File: src/rtl/filtro_defs_pkg.sv
// Shared filter definitions: controller state encoding and tap-select width helper.
package filtro_defs;

    typedef enum logic [2:0] {
        IDLE    = 3'd0,
        CAPTURE = 3'd1,
        MAC     = 3'd2,
        STORE   = 3'd3,
        SHIFT   = 3'd4
    } state_t;

    localparam int N_TAPS_DEFAULT = 5;

    // Width of the tap select for a given tap count; never narrower than one bit.
    function automatic int tap_width(input int n_taps);
        return (n_taps <= 2) ? 1 : $clog2(n_taps);
    endfunction

endpackage

File: src/rtl/filtro_ctrl_tap_cnt.sv
// Tap counter: counts 0..LAST while enabled, returns to 0 after LAST, flags LAST as terminal count.
module tap_cnt #(
    parameter int W    = 3,
    parameter int LAST = 4
) (
    input  logic         clk,
    input  logic         rst,
    input  logic         clr,
    input  logic         en,
    output logic [W-1:0] cnt,
    output logic         tc
);

    logic [W-1:0] cnt_q;
    logic [W-1:0] cnt_d;

    assign cnt = cnt_q;
    assign tc  = (cnt_q == W'(LAST));

    // Next count: clear wins, otherwise step and fold back to 0 after the last tap.
    always_comb begin
        cnt_d = cnt_q;
        if (clr) begin
            cnt_d = '0;
        end else if (en) begin
            cnt_d = tc ? '0 : cnt_q + W'(1);
        end
    end

    // Count register, forced to 0 by the active-low asynchronous reset.
    always_ff @(posedge clk or negedge rst) begin
        if (!rst) begin
            cnt_q <= '0;
        end else begin
            cnt_q <= cnt_d;
        end
    end

endmodule

File: src/rtl/filtro_ctrl.sv
// FIR filter sequencing controller: capture, N_TAPS MAC cycles, store, shift; sticky overrun flag.
module filtro_ctrl
    import filtro_defs::*;
#(
    parameter int N_TAPS = N_TAPS_DEFAULT,
    parameter int TAP_W  = tap_width(N_TAPS)
) (
    input  logic             clk,
    input  logic             rst,
    input  logic             en,
    input  logic             sample_valid,
    input  logic             clr_ovr,
    output logic             leer_x,
    output logic             acc_clr,
    output logic             acc_en,
    output logic [TAP_W-1:0] sel_tap,
    output logic             leer_y,
    output logic             shift_en,
    output logic             busy,
    output logic             done,
    output logic             overrun
);

    state_t           state_q;
    state_t           state_d;
    logic             overrun_q;
    logic             overrun_d;
    logic [TAP_W-1:0] tap_count;
    logic             tap_last;
    logic             in_mac;

    assign in_mac = (state_q == MAC);

    // The counter only runs during MAC and is held at 0 in every other state.
    tap_cnt #(
        .W    (TAP_W),
        .LAST (N_TAPS - 1)
    ) u_tap_cnt (
        .clk (clk),
        .rst (rst),
        .clr (!in_mac),
        .en  (in_mac),
        .cnt (tap_count),
        .tc  (tap_last)
    );

    // Next-state: a sample starts a sequence only from IDLE with en high; once started it always completes.
    always_comb begin
        state_d = state_q;
        case (state_q)
            IDLE:    if (sample_valid && en) state_d = CAPTURE;
            CAPTURE: state_d = MAC;
            MAC:     if (tap_last) state_d = STORE;
            STORE:   state_d = SHIFT;
            SHIFT:   state_d = IDLE;
            default: state_d = IDLE;
        endcase
    end

    // Overrun: a sample seen while not IDLE is dropped; setting takes priority over clearing.
    always_comb begin
        overrun_d = overrun_q;
        if (clr_ovr) begin
            overrun_d = 1'b0;
        end
        if (sample_valid && (state_q != IDLE)) begin
            overrun_d = 1'b1;
        end
    end

    // State and overrun registers, both cleared at once by the asynchronous reset.
    always_ff @(posedge clk or negedge rst) begin
        if (!rst) begin
            state_q   <= IDLE;
            overrun_q <= 1'b0;
        end else begin
            state_q   <= state_d;
            overrun_q <= overrun_d;
        end
    end

    // Moore outputs decoded purely from the registered state.
    always_comb begin
        leer_x   = 1'b0;
        acc_clr  = 1'b0;
        acc_en   = 1'b0;
        sel_tap  = '0;
        leer_y   = 1'b0;
        shift_en = 1'b0;
        done     = 1'b0;
        case (state_q)
            CAPTURE: begin
                leer_x  = 1'b1;
                acc_clr = 1'b1;
            end
            MAC: begin
                acc_en  = 1'b1;
                sel_tap = tap_count;
            end
            STORE: leer_y = 1'b1;
            SHIFT: begin
                shift_en = 1'b1;
                done     = 1'b1;
            end
            default: ;
        endcase
    end

    assign busy    = (state_q != IDLE);
    assign overrun = overrun_q;

endmodule

File: config.mk
export PLATFORM = sky130hd
export DESIGN_NAME = filtro_ctrl
export DESIGN_NICKNAME = d
export VERILOG_FILES = /design/src/rtl/filtro_defs_pkg.sv /design/src/rtl/filtro_ctrl_tap_cnt.sv /design/src/rtl/filtro_ctrl.sv
export SDC_FILE = /design/constraint.sdc
export NUM_CORES = 1
export LEC_CHECK = 0
export CAP_MARGIN = 20
export CORE_AREA = 3 3 40 42
export DETAILED_ROUTE_END_ITERATION = 16
export DIE_AREA = 0 0 43 45
export SYNTH_ARGS = -nofsm -noshare
export SYNTH_HDL_FRONTEND = slang
export SYNTH_SLANG_ARGS = --single-unit
File: constraint.sdc
create_clock -name clk -period 1.3 [get_ports clk]
set_input_delay 0.13 -clock clk [delete_from_list [all_inputs] [get_ports clk]]
set_output_delay 0.13 -clock clk [all_outputs]
set_load 0.005 [all_outputs]
==> results.sh, run 1 <==
export IMPL_ys_top_cells_by_area="dfrtp_1 45%, ha_1 6.4%, and3b_1 4.5%, nor3_4 4.1%, buf_4 3.8%"
export IMPL_syn_to_final_growth_pct=85.4
export IMPL_vias_per_cell=4.56
export IMPL_violations="negative setup slack"
export IMPL_port_buffers=15
export IMPL_die_area_um2=1940
export IMPL_overflow=0
export IMPL_pwr_share_clk_pct=13.3
export IMPL_wl_met3_um=42
export IMPL_yosysSeqAreaShare_pct=44.6
export IMPL_finish_net_count=74
export IMPL_final_setup_worst_slack_ns=-0.217
export IMPL_finalHoldViolCount=0
export IMPL_tns_ns=-1.40
export IMPL_wl_mm=1.12
export IMPL_synthCells=36
export IMPL_whs_ns=0.144
export IMPL_cts_path_max_buffers=2
export IMPL_antenna_cells=0
export IMPL_peakVddDrop_v=0.000959
export IMPL_ant_nets=0
export IMPL_worst_pin_slew_ns=0.353
export IMPL_critPathArrivalTime_ns=1.39
export IMPL_nFillCells=117
export IMPL_power_total_mw=1.59
export IMPL_wl_met2_um=622
export IMPL_fin_skew_ns=0.00417
export IMPL_fp_dieH_um=45
export IMPL_yosys_warnings=0
export IMPL_gp_routability_congestion=0.747
export IMPL_hold_path_class="in2async"
export IMPL_p_leak_nw=0.352
export IMPL_powerDensity_nw_per_um2=2180
export IMPL_r2r_cells=5
export IMPL_clock_latency_ns=0.26
export IMPL_dp_slack_ns=-0.251
export IMPL_antenna_found_initial=0
export IMPL_wl_met1_um=455
export IMPL_numCtsBuffers=3
export IMPL_netSwitchingFraction_pct=35.0
export IMPL_drv_cap=0
export IMPL_rsz0062_at_grt="yes"
export IMPL_synth_area_um2=393
export IMPL_seq_area_um2=175
export IMPL_cp_data_required_time_ns=1.17
export IMPL_cp_end_kind="output port"
export IMPL_grt_max_degree=8
export IMPL_critPathKind="reg2out"
export IMPL_wl_per_cell_um=13.8
export IMPL_setup_violations=14
export IMPL_remaining_drc_errors=0
export IMPL_grt_pass1_wl_mm=1.63
export IMPL_dr_max_layer_used="met3"
export IMPL_synth_area_leader_cell="dfrtp_1"
export IMPL_p_int_mw=1.03
export IMPL_synth_top_area_share_pct=44.6
export IMPL_htree_levels=1
export IMPL_crit_fanout=3
export IMPL_cts_tree="yes"
export IMPL_cts_sinks=7
export IMPL_drv_slew=0
export IMPL_syn_area_per_cell_um2=10.9
export IMPL_drive_gt1_share_pct=59.1
export IMPL_vias=369
export IMPL_multiInputGateArea_um2=241
export IMPL_die_x_um=43
export IMPL_status="finished, violations left"
export IMPL_slew_headroom_pct=76.4
export IMPL_synth_fp_nets=43
export IMPL_grt_pass1_vias=367
export IMPL_synth_seq_cells=7
export IMPL_num_rows=13
export IMPL_pwr_share_seq_pct=21.8
export IMPL_core_area_um2=1280
export IMPL_initial_utilization_pct=30.6
export IMPL_period_needed_ns=1.52
export IMPL_fin_crit_sh_pct=117
export IMPL_firstDrtPassIters=2
export IMPL_io_pins=16
export IMPL_startpoint_type="flop"
export IMPL_combPwrFrac_pct=64.9
export IMPL_drtIter0Drc=4
export IMPL_clockRootBuffer="clkbuf_4"
export IMPL_clk_pin_slew_ns=0.06
export IMPL_fmax_ghz=0.659
export IMPL_synth_distinct_cells=21
export IMPL_grt_usage_pct=12.0
export IMPL_switchingPower_mw=0.555
==> through the flow <==
stage | area (µm²) | std cells | util [%]
6_report | 728 | 81 | 56.7
3_5_place_dp | 588 | 70 | 45.8
5_1_grt | 728 | 81 | 56.7
4_1_cts | 678 | 79 | 52.8
2_1_floorplan | 393 | 36 | -
3_3_place_gp | 588 | 70 | 45.8
==> kinds of logic (layout without fill, tap and decap cells) <==
logic type | Yosys count | after routing | share of synthesized area (%)
and+or+nand+nor | 16 | 16 | 30.6
buffers and inverters | 7 | 37 | 10.5
xor gates and xnor gates | 1 | 1 | 2.23
AOI/OAI and AO/OA | 3 | 3 | 5.73
adders and majority gates | 2 | 2 | 6.37
DFF | 7 | 7 | 44.6
==> cell usage after synthesis <==
cell type  instances
and3b_1            2
a22o_1             1
ha_1               2
or3b_1             1
nand2_1            1
and3_1             1
xnor2_1            1
nor3_2             1
nor2_1             3
buf_6              1
and2_1             1
dfrtp_1            7
nor3_4             1
nor3b_1            2
a21oi_1            1
nand2b_1           1
or3_1              1
inv_1              4
nor3b_2            1
buf_4              2
a2111oi_0          1
==> what timing repair did <==
item,4_1_cts,5_1_grt
gates cloned,0,0
hold buffers,0,0
buffers inserted,6,2
hold endpoints to repair,0,0
pin swaps,3,3
resized for setup,58,7
setup endpoints to repair,12,14
==> power by group through the flow <==
stage                     sequential [mW]  combinational, mW  clock, mW
after floorplan                     0.366              0.297          0
after global placement              0.338              0.690          0
after detailed placement            0.345              0.697          0
after CTS                           0.346              0.918      0.213
after global routing                0.351               1.11      0.226
final                               0.346               1.03      0.210
==> registers in the layout, indices dropped and copies added, names as in the netlist <==
register and flops:
overrun 1, state_q 3, u_tap_cnt.cnt 3
==> per-layer routing <==
metal  GRT usage, %  vias up
li1               -      182
met1           13.8      178
met2           21.6        9
met3           2.39        0
met4           5.42        0
met5              0        -
==> final cells by class <==
cell class	count	area share (%)
inverter	4	2.06
timing repair buffer	29	34.5
tap	15	2.58
multi-input combinational	22	33.2
sequential	7	24.1
clock buffer	4	3.61
==> critical path, cell delays in order (launching register included) <==
cell and delay [ns]:
dfrtp_1 0.40, or3b_4 0.42, buf_6 0.14, nor2_2 0.06, buf_2 0.11
==> final timing paths <==
path	endpoint	slack [ns]	from
max in group asynchronous	state_q[1]	0.90	rst
hold reg to reg	overrun	0.51	overrun
setup reg to reg	overrun	-0.10	state_q[2]
min in group clk	overrun	0.50	clr_ovr
setup / recovery	sel_tap[0]	-0.22	state_q[0]
hold / removal	u_tap_cnt.cnt[2]	0.14	rst
==> layout by cell type, fill, tap and decap left out, types with 2 or more instances in the layout <==
| cell type | count |
|---|---|
| dfrtp_1 | 7 |
| nor3_4 | 2 |
| and3b_1 | 2 |
| buf_2 | 8 |
| nor3b_4 | 2 |
| inv_1 | 3 |
| ha_1 | 2 |
| clkbuf_4 | 3 |
| nor2_2 | 2 |
| buf_6 | 11 |
| buf_4 | 5 |
| clkdlybuf4s50_1 | 5 |
(Power assumes the default switching activity.)
==> run 2: changes to the inputs <==
--- a/config.mk
+++ b/config.mk
@@ -6,9 +6,10 @@
 export NUM_CORES = 1
 export LEC_CHECK = 0
 export CAP_MARGIN = 20
-export CORE_AREA = 3 3 40 42
+export CORE_AREA = 2 2 39 41
 export DETAILED_ROUTE_END_ITERATION = 16
-export DIE_AREA = 0 0 43 45
+export DIE_AREA = 0 0 41 43
+export SLEW_MARGIN = 20
 export SYNTH_ARGS = -nofsm -noshare
 export SYNTH_HDL_FRONTEND = slang
 export SYNTH_SLANG_ARGS = --single-unit
==> run 2 against run 1 <==
The flow still finishes with violations (negative setup slack); flip-flop and latch count stayed put; highest routed layer unchanged; cell area is 1.5% higher; sequential power is 2% lower; register-to-register slack worse by 0.06 ns; critical path depth stayed put; fmax is 1.9% higher; total power is 6.3% higher; first-iteration DRC count stayed put; clock power is 7% lower; die area is 8.9% lower.
==> results.sh, run 2 (synthesized netlist as in run 1, its figures left out) <==
export IMPL_hold_path_class="in2async"
export IMPL_drv_cap=0
export IMPL_pwr_share_clk_pct=11.6
export IMPL_cp_cell_sequence="or3b_4 -> buf_6 -> nor2_4 -> buf_2"
export IMPL_clk_pin_slew_ns=0.05
export IMPL_drive_gt1_share_pct=59.4
export IMPL_slew_headroom_pct=77.5
export IMPL_peakVddDrop_v=0.00118
export IMPL_dr_max_layer_used="met3"
export IMPL_netSwitchingFraction_pct=33.5
export IMPL_grt_usage_pct=13.1
export IMPL_initial_utilization_pct=28.4
export IMPL_finish_net_count=77
export IMPL_core_area_um2=1380
export IMPL_powerDensity_nw_per_um2=2280
export IMPL_drtIter0Drc=4
export IMPL_crit_cells=4
export IMPL_antenna_found_initial=0
export IMPL_combPwrFrac_pct=68.3
export IMPL_wl_mm=1.06
export IMPL_vias=374
export IMPL_finalHoldViolCount=0
export IMPL_num_rows=14
export IMPL_wl_met3_um=84
export IMPL_p_int_mw=1.12
export IMPL_clockRootBuffer="clkbuf_4"
export IMPL_cts_tree="yes"
export IMPL_status="finished, violations left"
export IMPL_clock_latency_ns=0.24
export IMPL_crit_fanout=3
export IMPL_cp_data_required_time_ns=1.17
export IMPL_overflow=0
export IMPL_firstDrtPassIters=2
export IMPL_p_leak_nw=0.365
export IMPL_port_buffers=15
export IMPL_fin_skew_ns=0.00324
export IMPL_r2r_cells=5
export IMPL_dp_cells=73
export IMPL_cts_sinks=7
export IMPL_fp_dieH_um=43
export IMPL_pwr_share_seq_pct=20.1
export IMPL_die_area_um2=1760
export IMPL_io_pins=16
export IMPL_switchingPower_mw=0.564
export IMPL_r2r_slack_ns=-0.16
export IMPL_ant_nets=0
export IMPL_fin_util_pct=53.4
export IMPL_grt_max_degree=8
export IMPL_drv_slew=0
export IMPL_cp_end_kind="output port"
export IMPL_cpLargestDelayFamily="simple AND/OR/NAND/NOR gates"
export IMPL_grt_pass1_wl_mm=1.52
export IMPL_cp_slowest_cell="or3b_4"
export IMPL_antenna_cells=0
export IMPL_rsz0062_at_grt="yes"
export IMPL_fmax_ghz=0.672
export IMPL_final_cells=85
export IMPL_critPathKind="reg2out"
export IMPL_period_needed_ns=1.49
export IMPL_mostFrequentLayoutCells="9 x buf_6, 9 x buf_4, 8 x buf_2"
export IMPL_numCtsBuffers=3
export IMPL_wl_per_cell_um=12.4
export IMPL_final_setup_worst_slack_ns=-0.189
export IMPL_grt_pass1_vias=359
export IMPL_remaining_drc_errors=0
export IMPL_gp_routability_congestion=0.678
export IMPL_htree_levels=1
export IMPL_syn_to_final_growth_pct=88.2
export IMPL_setup_violations=11
export IMPL_die_x_um=41
export IMPL_startpoint_type="flop"
export IMPL_fin_crit_sh_pct=115
export IMPL_worst_pin_slew_ns=0.336
export IMPL_violations="negative setup slack"
export IMPL_cts_path_max_buffers=2
export IMPL_critPathArrivalTime_ns=1.36
export IMPL_critical_path_max_stage_delay_ns=0.42
export IMPL_vias_per_cell=4.40
export IMPL_dp_hpwl_um=613
export IMPL_worst_path_buf_inv=2
export IMPL_wl_met2_um=524
export IMPL_wl_met1_um=445
[run 2: cell count changes in the layout (fill, tap and decap cells not counted), sizes merged]
cell and change:
buf +2, clkbuf +1
[run 2: power by group through the flow]
stage               Clock (mW)  Combinational (mW)  Sequential, mW
floorplan                    0               0.297           0.366
global placement             0               0.719           0.340
detailed placement           0               0.726           0.340
CTS                      0.203               0.942           0.335
global route             0.217                1.23           0.347
finish                   0.195                1.15           0.339
[run 2: metal layers]
layer / vias up / GRT usage [%]
li1: 188 / -
met1: 173 / 17.4
met2: 13 / 19.1
met3: 0 / 5.24
met4: 0 / 4.00
met5: - / 0
[run 2: area by class of cell]
class	count	area, µm²
sequential	7	175
inverter	4	15.0
tap	16	20.0
multi-input combinational	22	239
clock buffer	4	26.3
fill	134	644
timing repair buffer	32	264
[run 2: path summary, 6_finish.rpt]
path                             from               end
max in group asynchronous         rst        state_q[2]
hold reg to reg               overrun           overrun
hold / removal                    rst  u_tap_cnt.cnt[2]
setup / recovery           state_q[1]        sel_tap[1]
setup reg to reg           state_q[1]  u_tap_cnt.cnt[0]
min in group clk              clr_ovr           overrun
[run 2: what timing repair did]
action,in CTS,in global routing
setup endpoints to repair,10,15
pin swaps,3,4
setup buffers,6,2
hold buffers,0,0
gates resized for setup,50,12
endpoints found under the hold margin,0,0
[run 2: stage by stage]
stage                     power, mW  setup slack [ns]  hold WS [ns]  setup TNS, ns  instance area (µm²)
final                          1.68            -0.189         0.150          -1.53                  739
after global routing           1.79            -0.230         0.171          -2.01                  739
after CTS                      1.48            -0.191         0.155         -0.871                  679
after detailed placement       1.07            -0.254         0.419          -1.69                  604
after global placement         1.06            -0.243         0.419          -1.71                  604
after floorplan               0.664             0.135        -0.166              0                  393
